`config.mk`:
```
export PLATFORM = sky130hd
export DESIGN_NAME = hiscore_ram_responder
export DESIGN_NICKNAME = d
export VERILOG_FILES = /design/src/rtl/hiscore_ram_responder.sv
export SDC_FILE = /design/constraint.sdc
export NUM_CORES = 1
export LEC_CHECK = 0
export ABC_AREA = 0
export CAP_MARGIN = 15
export CORE_MARGIN = 2
export CORE_UTILIZATION = 30
export DETAILED_ROUTE_END_ITERATION = 8
export HOLD_SLACK_MARGIN = 0.06
export PLACE_DENSITY = 0.85
export SYNTH_ARGS = -nofsm -noshare
export SYNTH_HDL_FRONTEND = slang
export SYNTH_SLANG_ARGS = --single-unit
```
`constraint.sdc`:
```
create_clock -name clk_sys -period 2.2 [get_ports clk_sys]
set_input_delay 0.44 -clock clk_sys [delete_from_list [all_inputs] [get_ports clk_sys]]
set_output_delay 0.44 -clock clk_sys [all_outputs]
set_load 0.02 [all_outputs]
```
`src/rtl/hiscore_ram_responder.sv`:
```
// RAM-side responder for the hiscore engine: it slips hiscore reads and writes into work-RAM
// cycles the CPU leaves free. Optional window filtering is enabled with `define HS_RANGE_CHECK_EN.
module hiscore_ram_responder #(
   parameter int          ADDR_W  = 11,
   parameter logic [15:0] HS_BASE = 16'h6000,
   parameter int          HS_SIZE = 2048
) (
   input  logic              clk_sys,
   input  logic              reset,
   // CPU work-RAM port
   input  logic              cpu_ce,
   input  logic [ADDR_W-1:0] cpu_addr,
   input  logic              cpu_we,
   input  logic [7:0]        cpu_din,
   output logic [7:0]        cpu_dout,
   // hiscore engine access interface
   input  logic [15:0]       hs_address,
   input  logic [7:0]        hs_data_in,
   input  logic              hs_write_enable,
   input  logic              hs_read_intent,
   input  logic              hs_write_intent,
   output logic [7:0]        hs_data_out,
   output logic              hs_ack,
   // single-port synchronous RAM
   output logic [ADDR_W-1:0] ram_addr,
   output logic              ram_we,
   output logic [7:0]        ram_din,
   input  logic [7:0]        ram_dout
);

   typedef enum logic [1:0] {IDLE, RDWAIT, DONE, GAP} state_t;

   state_t            state;
   logic              cpu_rd_d;
   logic              hs_rd_d;
   logic              rd_oor;
   logic [ADDR_W-1:0] hs_local;
   logic              hs_in_win;
   logic              hs_wr_req;
   logic              hs_req;
   logic              hs_issue;
   logic              hs_ram;

   assign hs_local = ADDR_W'(hs_address - HS_BASE);

`ifdef HS_RANGE_CHECK_EN
   logic [16:0] win_lo;
   logic [16:0] win_hi;
   assign win_lo    = {1'b0, HS_BASE};
   assign win_hi    = win_lo + 17'(HS_SIZE);
   assign hs_in_win = ({1'b0, hs_address} >= win_lo) && ({1'b0, hs_address} < win_hi);
`else
   // Out-of-window addresses simply wrap into the RAM.
   assign hs_in_win = 1'b1;
`endif

   // A write needs both the intent and the enable; otherwise a read intent wins.
   assign hs_wr_req = hs_write_intent & hs_write_enable;
   assign hs_req    = hs_read_intent | hs_wr_req;
   assign hs_issue  = (state == IDLE) & ~cpu_ce & ~reset & hs_req;
   assign hs_ram    = hs_issue & hs_in_win;

   always_comb begin
      ram_addr = cpu_addr;
      ram_we   = 1'b0;
      ram_din  = cpu_din;
      if (cpu_ce) begin
         ram_we = cpu_we & ~reset;
      end else if (hs_ram) begin
         ram_addr = hs_local;
         ram_we   = hs_wr_req;
         ram_din  = hs_data_in;
      end
   end

   // CPU read data: RAM output is valid one cycle after the address.
   always_ff @(posedge clk_sys) begin
      if (reset) begin
         cpu_rd_d <= 1'b0;
         cpu_dout <= 8'h00;
      end else begin
         cpu_rd_d <= cpu_ce & ~cpu_we;
         if (cpu_rd_d) cpu_dout <= ram_dout;
      end
   end

   // Capture happens in RDWAIT regardless of cpu_ce: the RAM read was launched a cycle
   // earlier, so a CPU access now only affects the next cycle's ram_dout.
   always_ff @(posedge clk_sys) begin
      if (reset) begin
         state       <= IDLE;
         hs_ack      <= 1'b0;
         hs_data_out <= 8'h00;
         hs_rd_d     <= 1'b0;
         rd_oor      <= 1'b0;
      end else begin
         hs_ack  <= 1'b0;
         hs_rd_d <= 1'b0;
         case (state)
            IDLE: begin
               if (hs_issue) begin
                  if (hs_wr_req) begin
                     state <= DONE;
                  end else begin
                     state   <= RDWAIT;
                     hs_rd_d <= 1'b1;
                     rd_oor  <= ~hs_in_win;
                  end
               end
            end
            RDWAIT: begin
               hs_data_out <= rd_oor ? 8'h00 : ram_dout;
               hs_ack      <= 1'b1;
               state       <= GAP;
            end
            DONE: begin
               hs_ack <= 1'b1;
               state  <= GAP;
            end
            // One dead cycle so a still-held intent is not issued twice.
            GAP:     state <= IDLE;
            default: state <= IDLE;
         endcase
      end
   end

endmodule

```
==> results.sh, run 1 <==
export IMPL_die_x_um=62.12
export IMPL_crit_required_ns=1.76
export IMPL_holdBufCountCts=0
export IMPL_synth_cells=96
export IMPL_drt_pre_antenna_iters=4
export IMPL_power_density_nw_per_um2=491.4
export IMPL_drc_errors=0
export IMPL_grt_pass1_wl_um=5865
export IMPL_fill_cells=251
export IMPL_rows=21
export IMPL_clkPwrFrac=0.262
export IMPL_synthDominantCellAreaShare=0.3951
export IMPL_ys_seq_elements=20
export IMPL_timing_fmax_mhz=408.8
export IMPL_antennaDiodeCount=0
export IMPL_cts_sinks=20
export IMPL_crit_arrival_ns=2.01
export IMPL_netlist_area_um2=1013
export IMPL_start_util=0.3086
export IMPL_clk_pin_slew_ns=0.10
export IMPL_wl_per_cell_um=14.96
export IMPL_fin_crit_ns=2.446
export IMPL_finalMaxSlewViolations=0
export IMPL_cap_violations=0
export IMPL_comb_power_share=0.385
export IMPL_status="finished, violations left"
export IMPL_core_um2=3284
export IMPL_hp_class="register to register"
export IMPL_cpMaxStageDelayCell="or3b_4"
export IMPL_area_delta_synth_final_pct=121.1
export IMPL_crit_chain="inv_2, ha_4, or3b_4, nor2_8, buf_12, mux2_4, buf_6"
export IMPL_gp_congestion=0.7645
export IMPL_nets=259
export IMPL_sw_frac_of_total=0.2534
export IMPL_antenna_found_initial=0
export IMPL_synth_warning_count=0
export IMPL_cts_buffer_depth=2
export IMPL_crit_family="simple AND/OR/NAND/NOR gates"
export IMPL_clk_latency_ns=0.29
export IMPL_rsz0062_at_grt="yes"
export IMPL_cts_tree="yes"
export IMPL_syn_area_per_cell_um2=10.56
export IMPL_max_slew_margin=0.6624
export IMPL_cts_root_buffer="clkbuf_4"
export IMPL_place_ws_ns=-0.8194
export IMPL_synthTopCellsByArea="dfxtp_1 (40%), mux2_1 (21%), mux2i_1 (16%)"
export IMPL_gr_usage_all_layers=0.1916
export IMPL_drive_above_1_share=0.3283
export IMPL_die_area_um2=3859
export IMPL_max_stage_delay_ns=0.41
export IMPL_wirelength_um=3650
export IMPL_hpwl_um=2719
export IMPL_layout_setup_ws_ns=-0.2464
export IMPL_drtAntennaViolNets=0
export IMPL_vias=1072
export IMPL_tightest_slew_ns=0.5064
export IMPL_setup_viol=19
export IMPL_start_kind="register"
export IMPL_skew_ns=0.006550
export IMPL_portBuffers=89
export IMPL_ys_types=19
export IMPL_worst_setup_path_end_kind="output pin"
export IMPL_peakVddDrop_mv=0.5191
export IMPL_path_class="register to output pin"
export IMPL_pin_count=95
export IMPL_seq_power_share=0.353
export IMPL_grt_max_degree=23
export IMPL_cts_max_level=1
export IMPL_worstPathMaxFanout=7
export IMPL_grt_pass1_vias=1139
export IMPL_fin_crit_sh=1.112
export IMPL_hold_violations=0
export IMPL_die_y_um=62.12
export IMPL_leakagePower_nw=0.9123
export IMPL_drt_iter0_markers=36
export IMPL_hold_ws_ns=0.5013
export IMPL_grt_ovfl_total=0
export IMPL_syn_num_nets=156
export IMPL_path_buf_inv=3
export IMPL_yosysSeqAreaShare=0.3951
export IMPL_cts_made_buffers=3
export IMPL_routed_via_density=4.393
export IMPL_synth_area_leader_cell="dfxtp_1"
export IMPL_violations="setup timing"
export IMPL_p_int_uw=822.1
export IMPL_switchingPower_uw=279.1
## tightest hold or removal path: stages, from the launching register on
cell     delay [ns]
dfxtp_1        0.34
mux2i_1        0.06
nor2_1         0.07
## power groups by stage
stage | logic, mW | clock network (mW) | registers (mW)
after global placement | 0.346 | 0 | 0.396
after CTS | 0.422 | 0.300 | 0.390
final | 0.424 | 0.288 | 0.389
after detailed placement | 0.353 | 0 | 0.397
after global routing | 0.445 | 0.313 | 0.392
after floorplan | 0.131 | 0 | 0.409
## stage by stage
step           instances    util  power, mW  TNS [ns]  area, µm²
2_1_floorplan         96       -     0.5406         0       1013
3_3_place_gp         235  0.6099     0.7416    -14.28       2003
3_5_place_dp         235  0.6099     0.7500    -15.41       2003
4_1_cts              244  0.6808      1.111    -4.734       2236
5_1_grt              244  0.6823      1.150    -5.770       2241
6_report             244  0.6823      1.101    -4.416       2241
## routing by layer
layer / GRT usage / wire length [µm]
met4: 0.01667 / 19
met5: 0 / 0
met2: 0.3587 / 1982
met1: 0.2317 / 1519
met3: 0.04348 / 128
## cell families (layout without fill, tap and decap cells)
kind of cell | after synthesis | count (layout) | synth area share
buffers and inverters | 7 | 109 | 0.03333
AO/OA/AOI/OAI | 5 | 5 | 0.03580
adder cells (fa/ha/maj) | 2 | 2 | 0.02469
flip-flops | 20 | 20 | 0.3951
AND/OR/NAND/NOR | 27 | 27 | 0.1420
multiplexers | 35 | 35 | 0.3691
## synthesized netlist by cell type, drive strengths merged
cell type,number
nor3b,2
clkbuf,4
mux2i,16
mux2,19
or3b,1
nand2b,1
buf,1
nor2,17
inv,2
a21oi,1
nand3b,1
a31oi,2
dfxtp,20
nor2b,1
nand2,2
ha,2
o211ai,2
nand3,2
## cell type report
type / count / area (µm²) / area share
multi-input cells: 69 / 668.1 / 0.2982
clock buffers: 3 / 22.52 / 0.01005
repair buffers: 103 / 1052 / 0.4696
clock inverters: 1 / 30.03 / 0.01340
flip-flops and latches: 20 / 402.9 / 0.1798
inverters: 2 / 7.507 / 0.003350
well taps: 46 / 57.56 / 0.02568
## path summary, 6_finish.rpt
kind                            slack [ns]              to  depth (start not counted)      startpoint
worst max register to register        0.57        state[1]                          7        state[1]
worst min register to register        0.50  hs_data_out[7]                          2  hs_data_out[7]
worst max-delay path                 -0.25     ram_addr[7]                          7        state[1]
worst min-delay path                  0.50  hs_data_out[7]                          2  hs_data_out[7]
## registers in the layout, indices dropped and copies added (netlist names)
name,cells
state,2
hs_data_out,8
hs_ack,1
cpu_rd_d,1
cpu_dout,8
## cell usage in the layout (no fill, tap or decap), types with 2 or more instances in the layout
master	instances
a31oi_1	2
buf_4	11
buf_6	20
clkbuf_4	3
clkdlybuf4s50_1	67
dfxtp_1	18
dfxtp_2	2
dlygate4sd2_1	3
inv_2	2
mux2_4	19
mux2i_1	16
nand2_1	2
nand3_1	2
nor2_1	16
o211ai_1	2
## timing repair
| item | 4_1_cts | 5_1_grt |
|---|---|---|
| gates resized for setup | 144 | 1 |
| setup endpoints to repair | 20 | 20 |
| gates cloned | 1 | 0 |
| pin swaps | 3 | 0 |
| buffers inserted | 4 | 0 |
Power figures use the tool's default switching activity.
==> run 2, diff against run 1 <==
--- a/config.mk
+++ b/config.mk
@@ -12,5 +12,5 @@
 export DETAILED_ROUTE_END_ITERATION = 8
 export HOLD_SLACK_MARGIN = 0.06
-export PLACE_DENSITY = 0.85
+export PLACE_DENSITY = 0.8
 export SYNTH_ARGS = -nofsm -noshare
 export SYNTH_HDL_FRONTEND = slang
==> constraint.sdc (replaced) <==
create_clock -name clk_sys -period 2.2 [get_ports clk_sys]
set_input_delay 0.33 -clock clk_sys [delete_from_list [all_inputs] [get_ports clk_sys]]
set_output_delay 0.33 -clock clk_sys [all_outputs]
set_load 0.02 [all_outputs]
==> run 2 against run 1 <==
Effect of this change: the flow still finishes with violations (setup timing); combinational power fell by 10%; via count rose by 5.5%; sequential share of layout area grew 1.0 points; worst hold slack improved by 0.011 ns; utilization is 3.7 points lower; critical path depth stayed put; non-clock buffer count is 5 higher; die area did not move; fmax grew 3.5%; clock skew hardly changed; first-iteration DRC count is 44% higher; critical path type unchanged; largest power group is now sequential cells.
==> results.sh, run 2 (synthesis results as in run 1) <==
export IMPL_worst_setup_path_end_kind="output pin"
export IMPL_rrSetupSlack_ns=0.59
export IMPL_pin_count=95
export IMPL_postPlaceCellArea_um2=2038
export IMPL_power_density_nw_per_um2=459.8
export IMPL_crit_family="simple AND/OR/NAND/NOR gates"
export IMPL_sw_frac_of_total=0.2793
export IMPL_clkPwrFrac=0.210
export IMPL_setup_viol=19
export IMPL_tightest_slew_ns=0.4968
export IMPL_cts_tree="yes"
export IMPL_switchingPower_uw=272.4
export IMPL_seqCellArea_um2=402.9
export IMPL_start_kind="register"
export IMPL_antenna_found_initial=0
export IMPL_crit_required_ns=1.87
export IMPL_routed_via_density=4.542
export IMPL_max_stage_delay_ns=0.41
export IMPL_comb_power_share=0.390
export IMPL_wl_per_cell_um=15.30
export IMPL_skew_ns=0.006622
export IMPL_rsz0062_at_grt="yes"
export IMPL_max_slew_margin=0.6688
export IMPL_finalMaxSlewViolations=0
export IMPL_status="finished, violations left"
export IMPL_drt_iter0_markers=52
export IMPL_start_util=0.3086
export IMPL_fin_crit_ns=2.363
export IMPL_leakagePower_nw=0.8524
export IMPL_cts_made_buffers=3
export IMPL_place_ws_ns=-0.5402
export IMPL_crit_arrival_ns=2.03
export IMPL_grt_ovfl_total=0
export IMPL_place_inst=238
export IMPL_clk_latency_ns=0.29
export IMPL_clk_pin_slew_ns=0.11
export IMPL_nets=264
export IMPL_final_common_cell="clkdlybuf4s50_1"
export IMPL_cpMaxStageDelayCell="or3b_4"
export IMPL_multi_input_area_um2=619.3
export IMPL_peakVddDrop_mv=0.3540
export IMPL_hold_ws_ns=0.5127
export IMPL_worstRegToRegCells=6
export IMPL_cap_violations=0
export IMPL_wirelength_um=3809
export IMPL_reg2reg_from="state[1]"
export IMPL_min_from="cpu_dout[5]"
export IMPL_grt_pass1_vias=1240
export IMPL_die_area_um2=3859
export IMPL_worstPathMaxFanout=13
export IMPL_drc_errors=0
export IMPL_reg_largest_list="cpu_dout x8, hs_data_out x8, state x2"
export IMPL_gr_usage_all_layers=0.2038
export IMPL_crit_chain="inv_2, ha_4, or3b_4, nor2_8, buf_12, mux2_1, buf_2"
export IMPL_most_common_layout_cells="clkdlybuf4s50_1 (69), dfxtp_1 (18), buf_4 (17)"
export IMPL_cts_root_buffer="clkbuf_4"
export IMPL_r2r_end="state[1]"
export IMPL_total_power_uw=975.1
export IMPL_layout_setup_ws_ns=-0.1633
export IMPL_drtAntennaViolNets=0
export IMPL_path_buf_inv=3
export IMPL_grt_max_degree=23
export IMPL_die_y_um=62.12
export IMPL_final_instance_count_excl_fill=249
export IMPL_rows=21
export IMPL_hpwl_um=2995
export IMPL_die_x_um=62.12
export IMPL_whs_endpoint="cpu_dout[5]"
export IMPL_violations="setup timing"
export IMPL_final_util=0.6457
export IMPL_area_delta_synth_final_pct=109.3
export IMPL_drt_pre_antenna_iters=4
export IMPL_grt_pass1_wl_um=6210
export IMPL_core_um2=3284
export IMPL_fill_cells=267
export IMPL_path_class="register to output pin"
export IMPL_gp_congestion=0.8233
export IMPL_fin_tns_setup_ns=-2.335
export IMPL_hold_violations=0
export IMPL_cts_sinks=20
export IMPL_fin_crit_sh=1.074
export IMPL_antennaDiodeCount=0
export IMPL_hp_class="register to register"
export IMPL_design_area_um2=2121
export IMPL_cts_max_level=1
export IMPL_seq_power_share=0.399
export IMPL_p_int_uw=702.8
export IMPL_portBuffers=89
export IMPL_drive_above_1_share=0.2808
export IMPL_vias=1131
export IMPL_cts_buffer_depth=2
export IMPL_timing_fmax_mhz=423.1
export IMPL_whs_path_depth=2
run 2: timing repair:
action	4_1_cts	5_1_grt
hold buffers	0	0
pin swaps	1	0
gates resized for setup	98	9
setup endpoints to repair	20	19
setup buffers	5	2
run 2: routing by layer:
| metal | wire length (µm) | GRT usage | vias up |
|---|---|---|---|
| met5 | 0 | 0 | - |
| met4 | 87 | 0.06389 | 0 |
| met3 | 110 | 0.04167 | 8 |
| met2 | 2219 | 0.4063 | 32 |
| met1 | 1391 | 0.2101 | 537 |
| li1 | - | - | 554 |
run 2: worst max path at each step:
stage | from | end | cells past startpoint
4_1_cts | state[1] | ram_addr[10] | 7
6_report | state[1] | ram_din[6] | 7
2_1_floorplan | state[0] | ram_addr[7] | 6
5_1_grt | state[1] | ram_addr[10] | 7
3_3_place_gp | cpu_ce | ram_addr[9] | 6
3_5_place_dp | cpu_ce | ram_din[6] | 6
run 2: power by group through the flow:
stage / Combinational [mW] / Clock, mW / Sequential [mW]
2_1_floorplan: 0.131 / 0 / 0.409
3_3_place_gp: 0.356 / 0 / 0.396
3_5_place_dp: 0.366 / 0 / 0.397
4_1_cts: 0.367 / 0.214 / 0.389
5_1_grt: 0.403 / 0.230 / 0.391
6_report: 0.381 / 0.205 / 0.389
run 2: worst reg2reg max path, delay by kind of cell, from the launching register on:
family	cells	cell delay, ns
fa+ha+maj	1	0.12
compound gates	2	0.39
buf+inv	2	0.23
flops	1	0.34
simple gates	1	0.41
run 2: final cells by class:
type,count,share of cell area
repair buffers,108,0.4702
multi-input cells,69,0.2920
flip-flops and latches,20,0.1900
well taps,46,0.02714
clock buffers,4,0.01711
inverters,2,0.003540
